===== config.mk =====
export PLATFORM = sky130hd
export DESIGN_NAME = cpu_bus_arbiter
export DESIGN_NICKNAME = d
export VERILOG_FILES = /design/src/rtl/cpu_bus_arbiter.sv
export SDC_FILE = /design/constraint.sdc
export NUM_CORES = 1
export LEC_CHECK = 0
export CORE_ASPECT_RATIO = 1.4
export CORE_UTILIZATION = 46
export DETAILED_ROUTE_END_ITERATION = 7
export GPL_TIMING_DRIVEN = 0
export PLACE_DENSITY = 0.86
export SYNTH_ARGS = -nofsm -noshare
export SYNTH_HDL_FRONTEND = slang
export SYNTH_SLANG_ARGS = --single-unit

===== constraint.sdc =====
create_clock -name i_clock -period 3.24 [get_ports i_clock]
set_input_delay 0.486 -clock i_clock [delete_from_list [all_inputs] [get_ports i_clock]]
set_output_delay 0.486 -clock i_clock [all_outputs]
set_load 0.02 [all_outputs]

===== src/rtl/cpu_bus_arbiter.sv =====
// -----------------------------------------------------------------------------
// cpu_bus_arbiter
//
// Shares the CPU's single external memory bus between the instruction-fetch
// cache (ibus, read-only) and the data cache (dbus, read/write). One requester
// is granted at a time; its command is registered onto the bus and held until
// the bus answers or the wait limit expires. The winner then receives a single
// one-cycle ready pulse together with read data and an error flag.
//
// Parameters
//   TIMEOUT        cycles o_bus_request may stay high without i_bus_ready (>= 2)
//   DATA_PRIORITY  1: data port wins every tie, 0: round-robin on ties
//
// Ports
//   i_clock, i_reset        clock (rising edge), asynchronous active-low reset
//   i_ibus_*                instruction request / address
//   o_ibus_*                instruction ready pulse, read data, timeout flag
//   i_dbus_*                data request / rw / address / write data
//   o_dbus_*                data ready pulse, read data, timeout flag
//   o_bus_*                 registered command to the external bus
//   i_bus_ready/i_bus_rdata bus completion pulse and read data
// -----------------------------------------------------------------------------
module cpu_bus_arbiter #(
    parameter int TIMEOUT       = 1023,
    parameter bit DATA_PRIORITY = 1'b0
) (
    input  logic        i_clock,
    input  logic        i_reset,
    input  logic        i_ibus_request,
    input  logic [31:0] i_ibus_address,
    output logic        o_ibus_ready,
    output logic [31:0] o_ibus_rdata,
    output logic        o_ibus_error,
    input  logic        i_dbus_request,
    input  logic        i_dbus_rw,
    input  logic [31:0] i_dbus_address,
    input  logic [31:0] i_dbus_wdata,
    output logic        o_dbus_ready,
    output logic [31:0] o_dbus_rdata,
    output logic        o_dbus_error,
    output logic        o_bus_request,
    output logic        o_bus_rw,
    output logic [31:0] o_bus_address,
    output logic [31:0] o_bus_wdata,
    input  logic        i_bus_ready,
    input  logic [31:0] i_bus_rdata
);

    localparam int CW = $clog2(TIMEOUT + 1);
    // Counter value seen on the edge that ends the TIMEOUT-th cycle of o_bus_request.
    localparam logic [CW-1:0] CNT_LAST = CW'(TIMEOUT - 1);

    // Grant encoding: 0 = instruction port, 1 = data port.
    localparam logic GRANT_I = 1'b0;
    localparam logic GRANT_D = 1'b1;

    typedef enum logic [1:0] {
        S_IDLE = 2'd0,
        S_BUS  = 2'd1,
        S_DONE = 2'd2
    } state_t;

    state_t        state_q, state_d;
    logic          grant_q, grant_d;
    logic          last_grant_q, last_grant_d;
    logic [CW-1:0] cnt_q, cnt_d;
    logic          bus_req_q, bus_req_d;
    logic          bus_rw_q, bus_rw_d;
    logic [31:0]   bus_addr_q, bus_addr_d;
    logic [31:0]   bus_wdata_q, bus_wdata_d;
    logic          ibus_ready_q, ibus_ready_d;
    logic [31:0]   ibus_rdata_q, ibus_rdata_d;
    logic          ibus_err_q, ibus_err_d;
    logic          dbus_ready_q, dbus_ready_d;
    logic [31:0]   dbus_rdata_q, dbus_rdata_d;
    logic          dbus_err_q, dbus_err_d;
    logic          winner;
    logic          granted_req;

    // Winner selection for an IDLE cycle with at least one request high.
    function automatic logic pick_winner(input logic ireq, input logic dreq,
                                         input logic last);
        logic w;
        if (ireq && !dreq) begin
            w = GRANT_I;
        end else if (!ireq && dreq) begin
            w = GRANT_D;
        end else if (DATA_PRIORITY) begin
            w = GRANT_D;
        end else begin
            // Round-robin: the port that was not served last goes next.
            w = ~last;
        end
        return w;
    endfunction

    always_ff @(posedge i_clock or negedge i_reset) begin
        if (!i_reset) begin
            state_q      <= S_IDLE;
            grant_q      <= GRANT_I;
            last_grant_q <= GRANT_I;
            cnt_q        <= '0;
            bus_req_q    <= 1'b0;
            bus_rw_q     <= 1'b0;
            bus_addr_q   <= '0;
            bus_wdata_q  <= '0;
            ibus_ready_q <= 1'b0;
            ibus_rdata_q <= '0;
            ibus_err_q   <= 1'b0;
            dbus_ready_q <= 1'b0;
            dbus_rdata_q <= '0;
            dbus_err_q   <= 1'b0;
        end else begin
            state_q      <= state_d;
            grant_q      <= grant_d;
            last_grant_q <= last_grant_d;
            cnt_q        <= cnt_d;
            bus_req_q    <= bus_req_d;
            bus_rw_q     <= bus_rw_d;
            bus_addr_q   <= bus_addr_d;
            bus_wdata_q  <= bus_wdata_d;
            ibus_ready_q <= ibus_ready_d;
            ibus_rdata_q <= ibus_rdata_d;
            ibus_err_q   <= ibus_err_d;
            dbus_ready_q <= dbus_ready_d;
            dbus_rdata_q <= dbus_rdata_d;
            dbus_err_q   <= dbus_err_d;
        end
    end

    always_comb begin
        state_d      = state_q;
        grant_d      = grant_q;
        last_grant_d = last_grant_q;
        cnt_d        = cnt_q;
        bus_req_d    = bus_req_q;
        bus_rw_d     = bus_rw_q;
        bus_addr_d   = bus_addr_q;
        bus_wdata_d  = bus_wdata_q;
        ibus_rdata_d = ibus_rdata_q;
        ibus_err_d   = ibus_err_q;
        dbus_rdata_d = dbus_rdata_q;
        dbus_err_d   = dbus_err_q;
        // Ready outputs are pulses: they fall back to zero unless set below.
        ibus_ready_d = 1'b0;
        dbus_ready_d = 1'b0;
        winner       = pick_winner(i_ibus_request, i_dbus_request, last_grant_q);
        granted_req  = (grant_q == GRANT_D) ? i_dbus_request : i_ibus_request;

        case (state_q)
            S_IDLE: begin
                if (i_ibus_request || i_dbus_request) begin
                    grant_d   = winner;
                    bus_req_d = 1'b1;
                    cnt_d     = '0;
                    state_d   = S_BUS;
                    if (winner == GRANT_D) begin
                        bus_rw_d    = i_dbus_rw;
                        bus_addr_d  = i_dbus_address;
                        bus_wdata_d = i_dbus_wdata;
                    end else begin
                        // Instruction fetches are always reads with no data.
                        bus_rw_d    = 1'b0;
                        bus_addr_d  = i_ibus_address;
                        bus_wdata_d = '0;
                    end
                end
            end

            S_BUS: begin
                // A real ready on the last allowed cycle still wins over the timeout.
                if (i_bus_ready || (cnt_q == CNT_LAST)) begin
                    bus_req_d    = 1'b0;
                    last_grant_d = grant_q;
                    state_d      = S_DONE;
                    if (grant_q == GRANT_D) begin
                        dbus_ready_d = 1'b1;
                        dbus_rdata_d = i_bus_ready ? i_bus_rdata : 32'h0;
                        dbus_err_d   = ~i_bus_ready;
                    end else begin
                        ibus_ready_d = 1'b1;
                        ibus_rdata_d = i_bus_ready ? i_bus_rdata : 32'h0;
                        ibus_err_d   = ~i_bus_ready;
                    end
                end else begin
                    cnt_d = cnt_q + CW'(1);
                end
            end

            S_DONE: begin
                // Hold off re-arbitration until the served cache lowers its request,
                // otherwise a level request would be granted a second time.
                if (!granted_req) begin
                    state_d = S_IDLE;
                end
            end

            default: begin
                state_d = S_IDLE;
            end
        endcase
    end

    assign o_bus_request = bus_req_q;
    assign o_bus_rw      = bus_rw_q;
    assign o_bus_address = bus_addr_q;
    assign o_bus_wdata   = bus_wdata_q;
    assign o_ibus_ready  = ibus_ready_q;
    assign o_ibus_rdata  = ibus_rdata_q;
    assign o_ibus_error  = ibus_err_q;
    assign o_dbus_ready  = dbus_ready_q;
    assign o_dbus_rdata  = dbus_rdata_q;
    assign o_dbus_error  = dbus_err_q;

endmodule


==> run metrics <==
status=complete, no violations; kind of critical path=input pin to flop; TritonRoute pass-1 iters=6; multi-input logic area=roughly 2200 um2; Worst VDD drop=0.000573 V; CP endpoint kind=flop; Seq/Total Area, Yosys=about three fifths; worst skew pair latency=~420 ps; Synth top area share=between 50 and 60%; Largest stage delay, worst path=slightly below 500 ps; family with the most delay on the worst path=buffers and inverters; synthesized area=between 6000 and 7000 um2; Most used DFF post-synth=dfrtp_1; Final Hold Vio Count=0; total CTS buffers=17; post-placement cell area=roughly 9100 um2; Final Instance Area=just under 10000 um2; Clock Skews=between 10 and 15 ps; Critical-path top delay cell=clkdlybuf4s50_1; crit-path cells=clkdlybuf4s50_1, o21ai_0, clkbuf_1, clkbuf_1, nand3_1, nand3_1; Metal-1 WL=6.79 mm; R2R Setup Slk=around 1300 ps; # fillers=between 900 and 1000; Post-synth EDFFs=0; unrepaired setup endpoints after global routing=no; setup bufs post-CTS=0; most numerous cell in the Yosys netlist=dfrtp_1; Sink Count=148; I/O Buffers=approximately 270; Yosys cell types=44; Place WS=around 560 ps; crit path buf inv count=3; fin crit period=2290 ps; count of final setup violators=0; DRC Markers=0; Worst Tran Pin Value=between 700 and 800 ps; share of layout cells above drive strength 1=roughly 7.9%; post-CTS resize count=0; final cell count without fillers=slightly above 1000; count of pins over their slew limit=0; highest metal used=met4; slew margin rel.=a little under half; ANT nets after route=0; DR vias=5553; hold-fix buffers at CTS=0; Setup crit end=cnt_q[8]; Register Area=about 3700 um2; n_diodes=0; Clock Root Buffer=clkbuf_16; Syn Inst Count=531; clk slew on worst S/H paths=60 ps; min-delay worst type=input pin to asynchronous set/reset pin; largest net degree at the start of global routing=85; met2 WL=roughly 10 mm; max_cap viols=0; first-pass GRT wire length=between 30 and 40 mm; fmax=436 MHz; Ys Warns=0; Ports=268; routed wire length=between 15 and 20 mm; core area=~13000 um2; fin worst setup slack=about 950 ps; area grow syn2layout=56.7%; initial antenna violation count=0; Synth area leaders=dfrtp_1 (60%), a32o_1 (10%), nand2_1 (6.5%), o21ai_0 (5.6%), mux2i_1 (5.3%); asr flop ratio synth=between 90% and 100%; CTS H-Tree Depth=4; syn_area_per_cell=~12 um2; Die Area=14000 um2; RR Startpoint=state_q[0]; Chip Height=~140 um; worst path arrival time=between 2000 and 3000 ps; part of the cycle the worst path needs=a little over two thirds; worst r2r dst=o_bus_wdata[21]; CP Depth=6; Setup crit start kind=input pin; Post-Syn Nets=roughly 670; PwrDens=around 1000 nW/um2; GP Congestion=around 0.85; CP Data Required Time=3590 ps; critical path fanouts, max=10; row cnt=just under 50; leak pwr=around 0.0042 uW; Via density=between 5 and 6; Post-Place Cells=~980; met3 routed WL=approximately 1.9 mm; die width=around 100 um; top cells by count, synth=dfrtp_1 (148), nand2_1 (108), o21ai_0 (70), a32o_1 (64), mux2i_1 (33); Max Root-Sink Buffers=2; FF-to-FF path depth=6; post-DP HPWL=roughly 15 mm; DRT iter0 DRCs=294; TritonCTS clock tree=done; Overflow after GRT=0; flops & latches, synth=~150; Final Net Count=~950; GRT Resource Usage Total=roughly 29%; Starting Density=~48%; wire per inst=just under 20 um; CP Launch Point=i_ibus_request; Synth area leader=dfrtp_1; vias in the first global route=5708
-- registers in the layout, indices dropped and copies added, names as in the netlist, 2 cells and up --
name and flops:
o_bus_wdata 32, o_ibus_rdata 32, o_dbus_rdata 32, cnt_q 10
o_bus_address 32, state_q 2
-- area by class of cell --
| cell class | count | share of cell area, % |
|---|---|---|
| plain buffers | 44 | 3.14 |
| well taps | 178 | 2.29 |
| multi-input cells | 334 | 22.4 |
| flip-flops and latches | 148 | 38.1 |
| repair buffers | 268 | 27.8 |
| inverters | 5 | 0.193 |
| clock inverters | 15 | 1.74 |
| clock buffers | 17 | 4.38 |
-- placed cells by master (no fill, tap or decap), types with 9 or more instances in the layout --
cell type	count
clkdlybuf4s50_1	266
dfrtp_1	148
nand2_1	108
o21ai_0	70
a32o_1	64
mux2i_1	33
clkbuf_1	21
clkbuf_16	17
buf_6	9
nand3_1	9
-- worst min-delay path by stage --
stage	from	end	depth (start not counted)
5_1_grt	i_reset	o_dbus_rdata[9]	1
3_3_place_gp	o_bus_address[10]	o_bus_address[10]	2
4_1_cts	i_reset	o_dbus_rdata[9]	1
6_report	i_reset	o_dbus_rdata[9]	1
3_5_place_dp	o_bus_address[30]	o_bus_address[30]	2
2_1_floorplan	i_reset	cnt_q[0]	0
-- power breakdown --
part	total, uW	leakage (uW)	switching, uW	internal [uW]
Combinational	4760	0.00205	2560	2200
Sequential	3180	0.00188	516	2670
Clock	1970	0.000284	818	1150
-- through the flow --
step / hold WS, ps / total power [uW] / util (%) / TNS (ps)
after floorplan: 190 / 5570 / - / 0
after global placement: 460 / 7760 / 70.0 / -575520
after detailed placement: 472 / 7970 / 70.2 / 0
after CTS: 164 / 9960 / 74.8 / 0
after global routing: 187 / 10400 / 74.8 / 0
final: 112 / 9910 / 74.8 / 0
-- layer usage --
layer	track usage, %	vias to the layer above
met2	52.3	322
met4	9.76	0
li1	-	2510
met3	9.69	35
met5	0	-
met1	31.3	2686
-- kinds of logic after synthesis --
family / share of synthesized area, %
compound gates: 19.3
flops: 59.7
simple gates: 9.99
buf+inv: 5.22
mux: 5.33
fa+ha+maj: 0.403
Note: power is estimated with default switching activity, not from simulation.
